**config.mk**
```make
export PLATFORM = sky130hd
export DESIGN_NAME = vga_timing_gen
export DESIGN_NICKNAME = d
export VERILOG_FILES = /design/src/rtl/vga_timing_gen.sv
export SDC_FILE = /design/constraint.sdc
export NUM_CORES = 1
export LEC_CHECK = 0
export CAP_MARGIN = 10
export CORE_MARGIN = 5
export CORE_UTILIZATION = 56
export DETAILED_ROUTE_END_ITERATION = 16
export PLACE_DENSITY = 0.84
export SLEW_MARGIN = 20
export SYNTH_ARGS = -nofsm -noshare
export SYNTH_HDL_FRONTEND = slang
export SYNTH_SLANG_ARGS = --single-unit
```
**constraint.sdc**
```tcl
create_clock -name clk -period 7.3 [get_ports clk]
set_input_delay 1.825 -clock clk [delete_from_list [all_inputs] [get_ports clk]]
set_output_delay 1.825 -clock clk [all_outputs]
set_load 0.01 [all_outputs]
```
**src/rtl/vga_timing_gen.sv**
```systemverilog
`timescale 1ns / 1ps
`default_nettype none
// ============================================================================
//  Module   : vga_timing_gen
//  Purpose  : Raster timing generator for 1024x768 @ 60 Hz on a 65 MHz pixel
//             clock. This is the first stage of the drawing pipeline. It
//             provides pixel/line counters, blanking and sync flags, and
//             single-cycle line/frame start markers. Every output is
//             registered, and all flags are aligned with the counters they
//             describe.
//  Ports    :
//     clk          in   1   pixel clock
//     rst          in   1   synchronous reset, active-high (overrides en)
//     en           in   1   count enable; low freezes every output
//     hcount       out  CW  horizontal pixel index, 0..H_TOTAL-1
//     vcount       out  CW  line index, 0..V_TOTAL-1
//     hblnk        out  1   high when hcount >= H_ACTIVE
//     vblnk        out  1   high when vcount >= V_ACTIVE
//     hsync        out  1   SYNC_ACT inside the horizontal sync window
//     vsync        out  1   SYNC_ACT inside the vertical sync window
//     line_start   out  1   high while hcount == 0 (after the first wrap)
//     frame_start  out  1   high while hcount == 0 and vcount == 0
//  Revision : 1.0 - initial release
// ============================================================================
module vga_timing_gen #(
   parameter int   H_ACTIVE = 1024,
   parameter int   H_FP     = 24,
   parameter int   H_SYNC   = 136,
   parameter int   H_BP     = 160,
   parameter int   V_ACTIVE = 768,
   parameter int   V_FP     = 3,
   parameter int   V_SYNC   = 6,
   parameter int   V_BP     = 29,
   parameter logic SYNC_ACT = 1'b1,
   parameter int   CW       = 11
) (
   input  logic          clk,
   input  logic          rst,
   input  logic          en,
   output logic [CW-1:0] hcount,
   output logic [CW-1:0] vcount,
   output logic          hblnk,
   output logic          vblnk,
   output logic          hsync,
   output logic          vsync,
   output logic          line_start,
   output logic          frame_start
);

   // ------------------------------------------------------------------------
   // Derived timing constants
   // ------------------------------------------------------------------------
   localparam int H_TOTAL = H_ACTIVE + H_FP + H_SYNC + H_BP;
   localparam int V_TOTAL = V_ACTIVE + V_FP + V_SYNC + V_BP;

   localparam logic [CW-1:0] c_h_last     = CW'(H_TOTAL - 1);
   localparam logic [CW-1:0] c_v_last     = CW'(V_TOTAL - 1);
   localparam logic [CW-1:0] c_h_active   = CW'(H_ACTIVE);
   localparam logic [CW-1:0] c_v_active   = CW'(V_ACTIVE);
   localparam logic [CW-1:0] c_hs_first   = CW'(H_ACTIVE + H_FP);
   localparam logic [CW-1:0] c_hs_last    = CW'(H_ACTIVE + H_FP + H_SYNC - 1);
   localparam logic [CW-1:0] c_vs_first   = CW'(V_ACTIVE + V_FP);
   localparam logic [CW-1:0] c_vs_last    = CW'(V_ACTIVE + V_FP + V_SYNC - 1);
   localparam logic [CW-1:0] c_zero       = '0;
   localparam logic [CW-1:0] c_one        = CW'(1);

   // ------------------------------------------------------------------------
   // Elaboration-time parameter sanity
   // ------------------------------------------------------------------------
   generate
      if ((H_TOTAL >= (1 << CW)) || (V_TOTAL >= (1 << CW))) begin : g_bad_cw
         $error("vga_timing_gen: CW too narrow for the line or frame total");
      end
      if ((H_FP == 0) || (H_SYNC == 0) || (H_BP == 0) ||
          (V_FP == 0) || (V_SYNC == 0) || (V_BP == 0)) begin : g_bad_porch
         $error("vga_timing_gen: porch and sync widths must be non-zero");
      end
   endgenerate

   // ------------------------------------------------------------------------
   // State registers
   // ------------------------------------------------------------------------
   logic [CW-1:0] hcount_q, hcount_d;
   logic [CW-1:0] vcount_q, vcount_d;
   logic          hblnk_q, hblnk_d;
   logic          vblnk_q, vblnk_d;
   logic          hsync_q, hsync_d;
   logic          vsync_q, vsync_d;
   logic          line_start_q, line_start_d;
   logic          frame_start_q, frame_start_d;

   // ------------------------------------------------------------------------
   // Next-state counters
   // ------------------------------------------------------------------------
   logic w_h_wrap;
   logic w_v_wrap;

   assign w_h_wrap = (hcount_q == c_h_last);
   assign w_v_wrap = (vcount_q == c_v_last);

   always_comb begin
      hcount_d = hcount_q;
      vcount_d = vcount_q;
      if (en) begin
         if (w_h_wrap) begin
            hcount_d = c_zero;
            // Line and frame wrap share the same edge, so the frame
            // restarts exactly at (0,0).
            vcount_d = w_v_wrap ? c_zero : (vcount_q + c_one);
         end else begin
            hcount_d = hcount_q + c_one;
         end
      end
   end

   // ------------------------------------------------------------------------
   // Flag decode
   // The flags are decoded from the next-state counters and registered
   // alongside them. This keeps every flag aligned with the hcount/vcount
   // shown in the same cycle. While en is low, all flags hold, and that
   // includes any pulse that happens to be high.
   // ------------------------------------------------------------------------
   always_comb begin
      hblnk_d       = hblnk_q;
      vblnk_d       = vblnk_q;
      hsync_d       = hsync_q;
      vsync_d       = vsync_q;
      line_start_d  = line_start_q;
      frame_start_d = frame_start_q;
      if (en) begin
         hblnk_d       = (hcount_d >= c_h_active);
         vblnk_d       = (vcount_d >= c_v_active);
         hsync_d       = ((hcount_d >= c_hs_first) && (hcount_d <= c_hs_last))
                         ? SYNC_ACT : ~SYNC_ACT;
         // vsync uses only vcount_d, so it switches on the same edge where
         // hcount wraps to 0.
         vsync_d       = ((vcount_d >= c_vs_first) && (vcount_d <= c_vs_last))
                         ? SYNC_ACT : ~SYNC_ACT;
         line_start_d  = (hcount_d == c_zero);
         frame_start_d = (hcount_d == c_zero) && (vcount_d == c_zero);
      end
   end

   // ------------------------------------------------------------------------
   // Registers. Reset leaves the pulses low even though the counters read
   // (0,0), because no wrap has happened yet.
   // ------------------------------------------------------------------------
   always_ff @(posedge clk) begin
      if (rst) begin
         hcount_q      <= c_zero;
         vcount_q      <= c_zero;
         hblnk_q       <= 1'b0;
         vblnk_q       <= 1'b0;
         hsync_q       <= ~SYNC_ACT;
         vsync_q       <= ~SYNC_ACT;
         line_start_q  <= 1'b0;
         frame_start_q <= 1'b0;
      end else begin
         hcount_q      <= hcount_d;
         vcount_q      <= vcount_d;
         hblnk_q       <= hblnk_d;
         vblnk_q       <= vblnk_d;
         hsync_q       <= hsync_d;
         vsync_q       <= vsync_d;
         line_start_q  <= line_start_d;
         frame_start_q <= frame_start_d;
      end
   end

   // ------------------------------------------------------------------------
   // Outputs come straight from flops
   // ------------------------------------------------------------------------
   assign hcount      = hcount_q;
   assign vcount      = vcount_q;
   assign hblnk       = hblnk_q;
   assign vblnk       = vblnk_q;
   assign hsync       = hsync_q;
   assign vsync       = vsync_q;
   assign line_start  = line_start_q;
   assign frame_start = frame_start_q;

endmodule
`default_nettype wire

```
# Yosys cells after proc, flatten, opt, wreduce, memory -nomap -nowiden
# Index checks and enable logic that the tools add are counted.
# W data, S select, Z words.
[totals] inputBits=3 ff_bits=28 wordCells=30 output_inout_bits=28
[op_classes] addsub=2 magnitude_cmp=6 reduce_logical=5 muxes=7 eq_ne=2
[ops] op="$mux W11" n=5
[ops] op="$add A11 B1 Y11 const B" n=2
[ops] op="$ge A11 B10 Y1 const B" n=2
[ops] op="$ge A11 B11 Y1 const B" n=2
[ops] op="$logic_not A11 Y1" n=2
[ops] op="$eq A11 B10 Y1 const B" n=1
[ops] op="$eq A11 B11 Y1 const B" n=1
[ops] op="$le A11 B10 Y1 const B" n=1
[ops] op="$le A11 B11 Y1 const B" n=1
[ops] op="$logic_and A1 B1 Y1" n=3
[ops] op="$mux W1" n=2

# Logic depth before layout (Yosys ltp)
[depth] ltp_word=7 mapped_depth=9 depth_no_buf=9

# Worst setup path before layout
# Ideal clock, no wire load.
[synth_timing] path_type="in2reg" from="in en" to="reg vblnk_q, in the netlist vblnk" path_stages=8 path_buffers=1 arrival_ps=3376 required_time_ps=7172 setup_time_ps=128 path_slack_ps=3797 cell_sequence="nand3_1 > or4_4 > buf_6 > nor4_4 > xnor2_1 > nand2_1 > o22ai_1 > nor2_1"
[synth_via] elab_chain_len=2
[synth_lines] item="from (decl)" line="39" source="input logic en,"
[synth_lines] item="$mux W11" line="104" source="if (en) begin"
[synth_lines] item="$ge A11 B10 Y1" line="132" source="vblnk_d = (vcount_d >= c_v_active);"
[synth_lines] item="to (signal assigned)" line="162" source="vblnk_q <= vblnk_d;"
[synth_lines] item="to (decl)" line="86" source="logic vblnk_q, vblnk_d;"
# Parallel ways exist; a longest one is shown, timed or not.
# A chain may end at the register's enable or synchronous reset.

# Worst setup path in the final report
[layout_timing] from="in en" to="reg vsync_q, in the netlist vsync"
[layout_via] elab_chain_len=4 elab_cells_between_ends=5 cone_classes="order compare (2); mux (2); reduce/logical (1)"
[layout_lines] item="$mux W11" line="104"
[layout_lines] item="$ge A11 B10 Y1 or $le A11 B10 Y1 (tied branches)" line="137" source="vsync_d = ((vcount_d >= c_vs_first) && (vcount_d <= c_vs_last))"
[layout_lines] item="$logic_and A1 B1 Y1" line="137"
[layout_lines] item="$mux W1" line="138" source="? SYNC_ACT : ~SYNC_ACT;"
[layout_lines] item="to (signal assigned)" line="155" source="vsync_q <= ~SYNC_ACT;"
[layout_lines] item="to (signal assigned)" line="164" source="vsync_q <= vsync_d;"
[layout_lines] item="to (decl)" line="88" source="logic vsync_q, vsync_d;"
# Parallel ways exist; a longest one is shown, timed or not.

==> qor.txt <==
Outcome = completed
Total wire length = 3970 um
Worst EP arrival = 4.79 ns
Synth-to-Final Area Change = 19.0%
FMAX = 0.222 GHz
Post-synth ARST share = 0%
Final period util = 61.6%
CP dominant cell by count = nand4_1
Fin. Hold Viols = 0
Die width = 65.8 um
Core Rows = 20
Synthesized area per cell = 8.22 um^2
Final setup violation count = 0
Port Buffers = 30
Synth unique cells = 46
CTS resizes = 0
Die H = 65.8 um
Initial Util = 57.6%
First-pass DRT Iterations = 5
Sink Count = 28
Main synth FF type = dfxtp_1
Routed wire per std cell = 14.2 um
CTS Hold Bufs = 0
Syn nets = 218
Setup crit end kind = register
Syn. warnings = 0
Kind of critical path = in -> reg
IO Pins = 31
Commonest non-fill, non-tap cell in the layout = clkdlybuf4s50_1
Dpl ws = 2.43 ns
Layout cells sized above 1 = 6.81%
# DRC = 0
Pin count of the biggest net entering global routing = 29
Synth Instances = 212
Later-pin clock latency in the skew report = 0.35 ns
Total global routing overflow = 0
Tightest Pin Transition = 0.696 ns
Most frequent cells in the layout = 30 x clkdlybuf4s50_1, 28 x dfxtp_1, 26 x nor2_1, 17 x nand2_1, 15 x nor3_1
Worst EP required = 7.59 ns
First-pass GRT wire length = 6880 um
Finished Cell Area = 2070 um^2
Slew Viols, Final = 0
Total Routing Usage GR = 20.1%
N_diodes = 0
Setup ws final = 2.81 ns
Placed Instances = 275
WHS = 0.469 ns
Vias in the first global route = 1471
CP Buf/Inv Count = 1
Startpoint types = input pin
Post-synthesis cell area = 1740 um^2
Minimum clock period = 4.49 ns
Slew headroom = 53.3%
Crit path max-delay cell type = clkdlybuf4s50_1
RePlAce Congestion = 0.917
Die Footprint = 4330 um^2
Core area = 3030 um^2
CTS Buf Count = 3
Power Total = 0.262 mW
Final Instance Count excl. Fillers = 279
Max IR drop VDD = 0.0813 mV
Setup TNS = 0 ns
Leak = 0.692 nW
RSZ-0062 raised after global routing = false
Register area share after synthesis = 32.2%
Crit-path cells = clkdlybuf4s50_1 > nand3_1 > nor4_4 > nand4_1 > mux2_2 > nor4b_4 > nand4_1 > o21ai_1
Worst path top cell family by delay = simple AND/OR/NAND/NOR gates
Max Cap Violations = 0
Post-DRT Antenna Nets = 0
Dpl hpwl = 2860 um
DR vias = 1590
Initial antenna violation count = 0
Pwr Density = 126 nW/um^2
Final Util = 68.5%
Max stage delay on crit path = 0.78 ns
H-Tree Level Count = 1
Hold Crit Class = reg -> reg
Worst-case clock buffer depth = 2
Placed Area = 2040 um^2
Post-layout net count = 242
Reg clk slew, reported paths = 0.16 ns
Initial DRC Count = 113
CTS tree = yes
Yosys reg bits = 28
CP max FO = 16
Post-Route Skew = 0.0121 ns
Post-CTS Setup Repair Bufs = 0
Routed vias/inst = 5.70
CTS root buf = clkbuf_4
Number of synthesized flops with an enable pin = 0
[Yosys cell counts, drive strengths merged (2+ instances only)]
cell     instances  area share [%]
a211oi           3             1.6
o21ai            6             1.7
dfxtp           28              32
and3             4             1.4
nand4bb          3             2.9
nor4             4             3.2
mux2i            6             3.4
ha               3             2.2
xnor2            9             4.5
nor4b            2             1.9
a21oi           11             3.2
nor2b            2            0.72
inv              9             1.9
nand4            5             1.8
mux2             3             1.9
xor2             5             2.5
nand3            9             2.6
and2             2            0.72
nor3            17             5.5
nand2           17             3.7
nor2            27             6.2
a31oi            9             3.2
buf              9             3.2
nand2b           2            0.72
clkbuf           3            0.65
nand3b           4             1.7
[kinds of logic (layout without fill, tap and decap cells)]
kind of cell / count (synthesis) / in the layout / share of synthesized area (%)
and+or+nand+nor: 104 / 104 / 35.9
muxes: 9 / 9 / 5.38
xor gates and xnor gates: 14 / 14 / 7.04
DFF: 28 / 28 / 32.2
adders and majority gates: 3 / 3 / 2.15
AOI/OAI and AO/OA: 33 / 33 / 11.6
buffers and inverters: 21 / 44 / 5.81
[state kept, by name, summed over array words and instances (netlist names)]
name / cells
vsync: 1
hcount: 11
hsync: 1
frame_start: 1
vblnk: 1
vcount: 11
line_start: 1
hblnk: 1
[worst paths after layout]
kind / depth (start not counted) / slack (ns) / to / from
worst max-delay path: 8 / 2.81 / vsync / en
worst min-delay path: 2 / 0.47 / vsync / vsync
worst max register to register: 8 / 4.36 / vsync / hcount[0]
worst min register to register: 2 / 0.47 / vsync / vsync
[cell type report]
cell class / count / area [um^2]
fillers: 272 / 953
clock buffers: 4 / 36.3
repair buffers: 31 / 308
flip-flops and latches: 28 / 561
multi-input cells: 163 / 1080
inverters: 9 / 33.8
well taps: 44 / 55.1
[tightest hold or removal path, cell delays in order (launching register included)]
cell and delay, ns:
dfxtp_1 0.34, nand2_1 0.05, o21ai_1 0.05
[power breakdown]
group | switching, mW | internal (mW)
registers | 0.00346 | 0.156
clock network | 0.0493 | 0.0306
logic | 0.0116 | 0.0111
total | 0.0643 | 0.197
[metal layers]
metal / global-route usage, % / share of wire [%] / vias up
met5: 0 / 0 / -
met4: 8.29 / 2.0 / 0
met3: 3.74 / 5.7 / 8
met2: 30.7 / 45 / 47
met1: 27.7 / 47 / 734
li1: - / - / 801
(Power assumes the default switching activity.)
